File: src/rtl/apb_pkg.sv
// Shared APB types and default widths for the APB requester and its slaves.
package apb_pkg;
  localparam int APB_ADDR_WIDTH = 1;
  localparam int APB_DATA_WIDTH = 32;

  typedef enum logic [1:0] {IDLE, SETUP, ACCESS} apb_state_e;

  typedef struct packed {
    logic [APB_DATA_WIDTH-1:0] rdata;
    logic                      err;
  } apb_rsp_t;
endpackage

File: src/rtl/apb_master.sv
// APB3 requester: valid/ready command in, SETUP/ACCESS transfer out, one-entry
// response slot back, with a bounded PREADY wait so a hung slave cannot stall us.
module apb_master
  import apb_pkg::*;
#(
  parameter int ADDR_WIDTH     = APB_ADDR_WIDTH,
  parameter int DATA_WIDTH     = APB_DATA_WIDTH,
  parameter int TIMEOUT_CYCLES = 16
) (
  input  logic                  PCLK,
  input  logic                  PRESETn,
  input  logic                  req_valid,
  output logic                  req_ready,
  input  logic [ADDR_WIDTH-1:0] req_addr,
  input  logic                  req_write,
  input  logic [DATA_WIDTH-1:0] req_wdata,
  output logic                  rsp_valid,
  input  logic                  rsp_ready,
  output logic [DATA_WIDTH-1:0] rsp_rdata,
  output logic                  rsp_err,
  output logic [ADDR_WIDTH-1:0] PADDR,
  output logic                  PSEL,
  output logic                  PENABLE,
  output logic                  PWRITE,
  output logic [DATA_WIDTH-1:0] PWDATA,
  input  logic                  PREADY,
  input  logic [DATA_WIDTH-1:0] PRDATA,
  input  logic                  PSLVERR
);
  localparam int CW = (TIMEOUT_CYCLES > 0) ? $clog2(TIMEOUT_CYCLES + 1) : 1;

  apb_state_e            state_q, state_d;
  logic [CW-1:0]         cnt_q, cnt_d;
  logic [ADDR_WIDTH-1:0] addr_q;
  logic                  write_q;
  logic [DATA_WIDTH-1:0] wdata_q;
  logic                  rsp_valid_q, rsp_valid_d;
  apb_rsp_t              rsp_q, rsp_d;
  logic                  accept, timeout;

  assign accept  = req_valid && req_ready;
  // Fires on the last permitted waiting cycle, so ACCESS lasts at most TIMEOUT_CYCLES.
  assign timeout = (TIMEOUT_CYCLES != 0) && (int'(cnt_q) == TIMEOUT_CYCLES - 1);

  always_comb begin
    state_d     = state_q;
    cnt_d       = cnt_q;
    rsp_valid_d = rsp_valid_q;
    rsp_d       = rsp_q;
    req_ready   = 1'b0;
    PSEL        = 1'b0;
    PENABLE     = 1'b0;
    if (rsp_valid_q && rsp_ready) rsp_valid_d = 1'b0;
    unique case (state_q)
      IDLE: begin
        // PRESETn term keeps req_ready low while reset is held.
        req_ready = PRESETn && (!rsp_valid_q || rsp_ready);
        if (req_valid && req_ready) state_d = SETUP;
      end
      SETUP: begin
        PSEL    = 1'b1;
        state_d = ACCESS;
      end
      ACCESS: begin
        PSEL    = 1'b1;
        PENABLE = 1'b1;
        if (PREADY) begin
          rsp_valid_d = 1'b1;
          rsp_d.err   = PSLVERR;
          rsp_d.rdata = PWRITE ? '0 : APB_DATA_WIDTH'(PRDATA);
          cnt_d       = '0;
          state_d     = IDLE;
        end else if (timeout) begin
          rsp_valid_d = 1'b1;
          rsp_d.err   = 1'b1;
          rsp_d.rdata = '0;
          cnt_d       = '0;
          state_d     = IDLE;
        end else if (TIMEOUT_CYCLES != 0 && cnt_q != '1) begin
          cnt_d = cnt_q + 1'b1;
        end
      end
      default: state_d = IDLE;
    endcase
  end

  always_ff @(posedge PCLK or negedge PRESETn) begin
    if (!PRESETn) begin
      state_q     <= IDLE;
      cnt_q       <= '0;
      rsp_valid_q <= 1'b0;
      rsp_q       <= '0;
      addr_q      <= '0;
      write_q     <= 1'b0;
      wdata_q     <= '0;
    end else begin
      state_q     <= state_d;
      cnt_q       <= cnt_d;
      rsp_valid_q <= rsp_valid_d;
      rsp_q       <= rsp_d;
      if (accept) begin
        addr_q  <= req_addr;
        write_q <= req_write;
        wdata_q <= req_wdata;
      end
    end
  end

  assign PADDR     = addr_q;
  assign PWRITE    = write_q;
  assign PWDATA    = wdata_q;
  assign rsp_valid = rsp_valid_q;
  assign rsp_rdata = rsp_q.rdata[DATA_WIDTH-1:0];
  assign rsp_err   = rsp_q.err;
endmodule

File: config.mk
export PLATFORM = sky130hd
export DESIGN_NAME = apb_master
export DESIGN_NICKNAME = d
export VERILOG_FILES = /design/src/rtl/apb_pkg.sv /design/src/rtl/apb_master.sv
export SDC_FILE = /design/constraint.sdc
export NUM_CORES = 1
export LEC_CHECK = 0
export ABC_AREA = 1
export CORE_ASPECT_RATIO = 0.6
export CORE_MARGIN = 2
export CORE_UTILIZATION = 41
export CTS_CLUSTER_DIAMETER = 120
export DETAILED_ROUTE_END_ITERATION = 8
export HOLD_SLACK_MARGIN = 0.12
export PLACE_DENSITY = 0.82
export SYNTH_ARGS = -nofsm -noshare
export SYNTH_HDL_FRONTEND = slang
export SYNTH_SLANG_ARGS = --single-unit
File: constraint.sdc
create_clock -name PCLK -period 1.9 [get_ports PCLK]
set_clock_uncertainty 0.15 [all_clocks]
set_input_delay 0.38 -clock PCLK [delete_from_list [all_inputs] [get_ports PCLK]]
set_output_delay 0.38 -clock PCLK [all_outputs]
set_load 0.02 [all_outputs]
### Word-level counts from Yosys, hierarchy flattened

Index checks and enable logic that the tools add are counted.

* memory bits (writable): 0
* bits in registers: 75
* memory bits (read-only): 0
* word-level logic and storage cells: 45
* output and inout port bits: 71
* input port bits: 72
* memories: 0
* bits in latches: 0

* $lt $le $gt $ge: 0
* equality and inequality tests: 6
* bitwise logic cells: 0
* div/mod/pow operators: 0
* reductions and logical operators: 13
* shift-type cells: 0
* add/subtract/negate cells: 1
* multipliers: 0
* multiplexer cells: 17

Operators by type and width (count)
* two-way mux 33 bit: 2
* two-way mux 32 bit: 1
* two-way mux 5 bit: 3
* two-way mux 1 bit: 7
* two-way mux 2 bit: 3
* one-hot mux 2 bit (3 select lines): 1
* AND reduction 2 bit: 3
* adder 5 x 1 -> 5 bit (second input constant): 1
* == test 5 bit (second input constant): 1
* != test 5 bit (second input constant): 1
* logical AND 1 bit: 4
* != test 3 bit (second input constant): 1
* nonzero test 3 bit: 1
* == test 2 x 1 -> 1 bit (second input constant): 1
* == test 2 bit (second input constant): 1
* zero test 2 bit: 1
* != test 2 bit (second input constant): 1
* nonzero test 2 bit: 1
* OR reduction 2 bit: 1
* zero test 1 bit: 1
* logical OR 1 bit: 1

### Logic depth before layout (Yosys ltp)

Gate-level depths: netlist of run 1.

* depth in word-level cells: 6
* depth in mapped cells: 8
* gate-level depth less buffers: 7

### Least setup slack after synthesis of run 1

OpenSTA, ideal clock, no wires.

* path kind: flip-flop to flip-flop
* from: reg state_q[0]
* to: reg rsp_q, in the netlist rsp_rdata[13]
* clock period less this slack: 1.618 ns
* cell stages (with the launch flop): 8
* data required time: 1.632 ns
* data arrival time: 1.350 ns
* slack: 0.282 ns
* path through: dfrtp_1 -> inv_1 -> ha_1 -> nand2_1 -> buf_6 -> buf_6 -> nand2_1 -> o21ai_2

* cells in the longest elaborated chain, start to end: 2

RTL lines
* from (decl): RTL line apb_master.sv:32 `apb_state_e state_q, state_d;`
* from (signal assigned): RTL line apb_master.sv:97 `state_q <= state_d;`
* == test 2 bit: RTL line apb_master.sv:54 `unique case (state_q)`
* AND reduction 2 bit (no line)
* to (signal assigned): RTL line apb_master.sv:100 `rsp_q <= rsp_d;`
* to (decl): RTL line apb_master.sv:38 `apb_rsp_t rsp_q, rsp_d;`

Every way passes these cells.
A chain may end at the register's enable or synchronous reset.

### Worst setup path in the final report of run 1

* from: reg rsp_q, in the netlist rsp_rdata[31]
* to: out rsp_rdata[31]

RTL lines
* to (decl): RTL line apb_master.sv:19 `output logic [DATA_WIDTH-1:0] rsp_rdata,`

No word-level cell between the ends.

==> results of run 1 <==
## timing repair
action                                 in CTS  in global routing
endpoints found under the hold margin      28                  0
resized for setup                          11                  3
pin swaps                                   0                  0
setup endpoints to repair                   4                  3
hold buffers                                2                  0
## layout make-up
type	instances	area [um^2]
Inverter	39	146
Fill cell	562	2270
Sequential cell	75	1880
Clock buffer	11	243
Multi-Input combinational cell	209	1010
Tap cell	104	130
Clock inverter	5	100
Timing Repair Buffer	156	1580
## layer usage
| metal | up-vias | share of wire | GRT usage |
|---|---|---|---|
| met1 | 1292 | 0.45 | 0.265 |
| li1 | 1368 | - | - |
| met3 | 10 | 0.058 | 0.0601 |
| met2 | 86 | 0.49 | 0.332 |
| met5 | - | 0 | 0 |
| met4 | 0 | 0.010 | 0.0497 |
## worst paths after layout
check | from | end | slack, ps | cells after the start
worst max-delay path | rsp_rdata[31] | rsp_rdata[31] | 60 | 1
worst min-delay path | PWDATA[16] | PWDATA[16] | 330 | 2
worst max register to register | state_q[0] | rsp_rdata[24] | 170 | 8
worst min register to register | PWDATA[16] | PWDATA[16] | 330 | 2
max in group asynchronous | PRESETn | PWDATA[12] | 420 | 4
min in group asynchronous | PRESETn | state_q[0] | 570 | 4
## logic make-up (layout without fill, tap and decap cells)
kind of cell	Yosys count	after routing	share of synthesized area
flip-flops	75	75	0.596
XOR/XNOR	1	1	0.00278
AO/OA/AOI/OAI	72	72	0.131
AND/OR/NAND/NOR	131	131	0.166
buffers and inverters	56	211	0.0846
adder cells (fa/ha/maj)	5	5	0.0199
## power by group
group	internal (mW)	switching [mW]	total, mW
registers	2.32	0.417	2.74
clock network	1.31	0.623	1.94
logic	1.82	2.03	3.85
total	5.46	3.07	8.53
## sequential cells by signal, summed over array words and instances (netlist names)
register,flops
PADDR,1
PWDATA,32
PWRITE,1
cnt_q,5
rsp_err,1
rsp_rdata,32
rsp_valid,1
state_q,2
## layout by cell type (no fill, tap or decap), types with 2 or more instances in the layout
| cell | instances |
|---|---|
| buf_12 | 5 |
| buf_2 | 2 |
| buf_4 | 9 |
| bufinv_16 | 3 |
| clkbuf_16 | 9 |
| clkdlybuf4s50_1 | 135 |
| clkinv_2 | 2 |
| dfrtp_1 | 75 |
| dlymetal6s2s_1 | 2 |
| ha_1 | 5 |
| inv_1 | 38 |
| nand2_1 | 115 |
| nand3_1 | 9 |
| o21ai_0 | 40 |
| o21ai_1 | 17 |
| o21ai_2 | 14 |
## metrics by stage
step,area [um^2],std cells
after floorplan,3150,340
after global placement,4720,581
after detailed placement,4720,581
after CTS,5080,599
after global routing,5080,599
final,5080,599
## worst register-to-register path, stage by stage, from the launching register on
cell	delay (ps)
dfrtp_1	370
inv_1	70
buf_4	140
ha_1	210
buf_4	160
nand2_2	120
buf_12	230
nand2_1	110
o21ai_1	90
==> metrics.md, run 1 <==
| Metric | Value |
|---|---|
| Critical Path Start Type | `flop` |
| Number of detailed-route iterations in the first pass | `4` |
| Antenna diodes | `0` |
| Cell count after synthesis | `340` |
| Mapped Area | `3150 um^2` |
| Yosys cell types | `21` |
| Clock tree from TritonCTS | `built` |
| Category of the most critical setup path | `reg2out` |
| Critical-path cell with the highest stage delay | `clkdlybuf4s50_1` |
| Most area-hungry cell type in the Yosys netlist | `dfrtp_1` |
| Worst max-slew margin expressed relative to the limit | `0.599` |
| Maximum number of pins on one net before global-route repair | `just under 70` |
| Total power consumption of the routed design | `8.53 mW` |
| Number of max-slew violations in the final report | `0` |
| Maximum vdd drop | `0.000942 V` |
| Fraction of final layout cells with drive strength greater than 1 | `0.103` |
| Fin Hold WS | `about 330 ps` |
| Vias per inst | `4.60` |
| Number of synthesized flops with an enable pin | `0` |
| Max Cap Violations | `0` |
| Aggregate global routing overflow | `0` |
| Proportion of netlist area held by the largest area contributor | `0.596` |
| Post-CTS setup buffer count | `0` |
| Main area contributors after synthesis | `dfrtp_1 (60%), nand2_1 (14%), o21ai_0 (6.4%)` |
| Endpoint arrival time on the critical path | `between 1000 and 1500 ps` |
| ANT nets after route | `0` |
| Final hold violations | `0` |
| Power per unit of standard cell area | `roughly 1700 nW/um^2` |
| Setup Slack @ Placement | `-282 ps` |
| Average footprint of a synthesized cell | `9.26 um^2` |
| Final net count | `around 570` |
| Worst-skew pair later-pin latency | `320 ps` |
| Core Box Area | `7360 um^2` |
| Global-route wire length before repair | `13.0 mm` |
| Synth-to-layout area growth | `61.4%` |
| Post-route clock period utilization | `0.967` |
| Slew at the pin with the worst max-slew slack | `602 ps` |
| Vias in the first global route | `2654` |
| Static leakage | `2.42 nW` |
| Floorplan row count | `24` |
| Die Width | `117 um` |
| Total nets after synthesis | `417` |
| Result of the run | `finished, final reports clean` |
| Routability cong. | `~0.76` |
| Clock buffers created by TritonCTS | `9` |
| Clock tree root buffer cell | `clkbuf_16` |
| Die outline area | `8420 um^2` |
| Utilization of the core after routing | `0.691` |
| Yosys warnings | `0` |
| Final critical delay including setup and external delays | `~1800 ps` |
| Routed wire length | `8.15 mm` |
| Effective utilization at floorplan | `0.428` |
| Clock Pin Slew Worst Setup and Hold Paths | `60 ps` |
| CTS H-tree lvls | `3` |
| Delay of the slowest critical-path stage | `approximately 640 ps` |
| Post-synthesis sequential area ratio | `0.596` |
| Half-perimeter wire length after placement | `5.97 mm` |
| Flops & latches, synth | `75` |
| Die height | `71.9 um` |
| Worst Path Max Fanout | `2` |
| Critical path's top delay family | `buffers and inverters` |
| Io pins | `143` |
| Sinks on the clock net | `75` |
| Deepest clock path buffer count | `2` |
| Setup violation total in the final timing report | `0` |
| Most numerous cell in the Yosys netlist | `nand2_1` |
| Setup slack after layout | `around 62 ps` |
| Kind of capture point of the worst setup path | `output pin` |
| CP Data Required Time | `1370 ps` |
| Number of buffer and inverter stages on the critical path | `1` |
| # DRC | `0` |
| Commonest cells post-synth | `nand2_1 (116), dfrtp_1 (75), o21ai_0 (40), inv_1 (38), o21ai_1 (17)` |
| Number of antenna violations at the first check in global routing | `0` |
| RSZ-0062 raised after global routing | `false` |
| Predominant post-synthesis flop cell | `dfrtp_1` |
| Number of port buffers | `142` |
| Critical path cell sequence | `clkdlybuf4s50_1` |
| Detail-routed net length per standard cell | `13.6 um` |
| Fraction of registers with async set or reset after synthesis | `1.00` |
| Worst Hold Class | `reg2reg` |
| Max Clk Rate | `544 MHz` |
| Global-route usage over all layers | `0.202` |
| Count of vias placed by the detailed router | `2756` |
| Fin Setup TNS | `0 ps` |
| Violation count after the first detailed-route iteration | `114` |
No activity file was read; power rests on OpenSTA's default activity.
==> run 2: changes to the inputs <==
- CTS_CLUSTER_SIZE: not set -> 20
==> results of run 2 <==
Final layout, timing and power as in run 1 (identical DEF).
==> run 3: changes to the inputs <==
- SLEW_MARGIN: not set -> 40
==> results of run 3 <==
Final layout, timing and power as in run 1 (identical DEF).
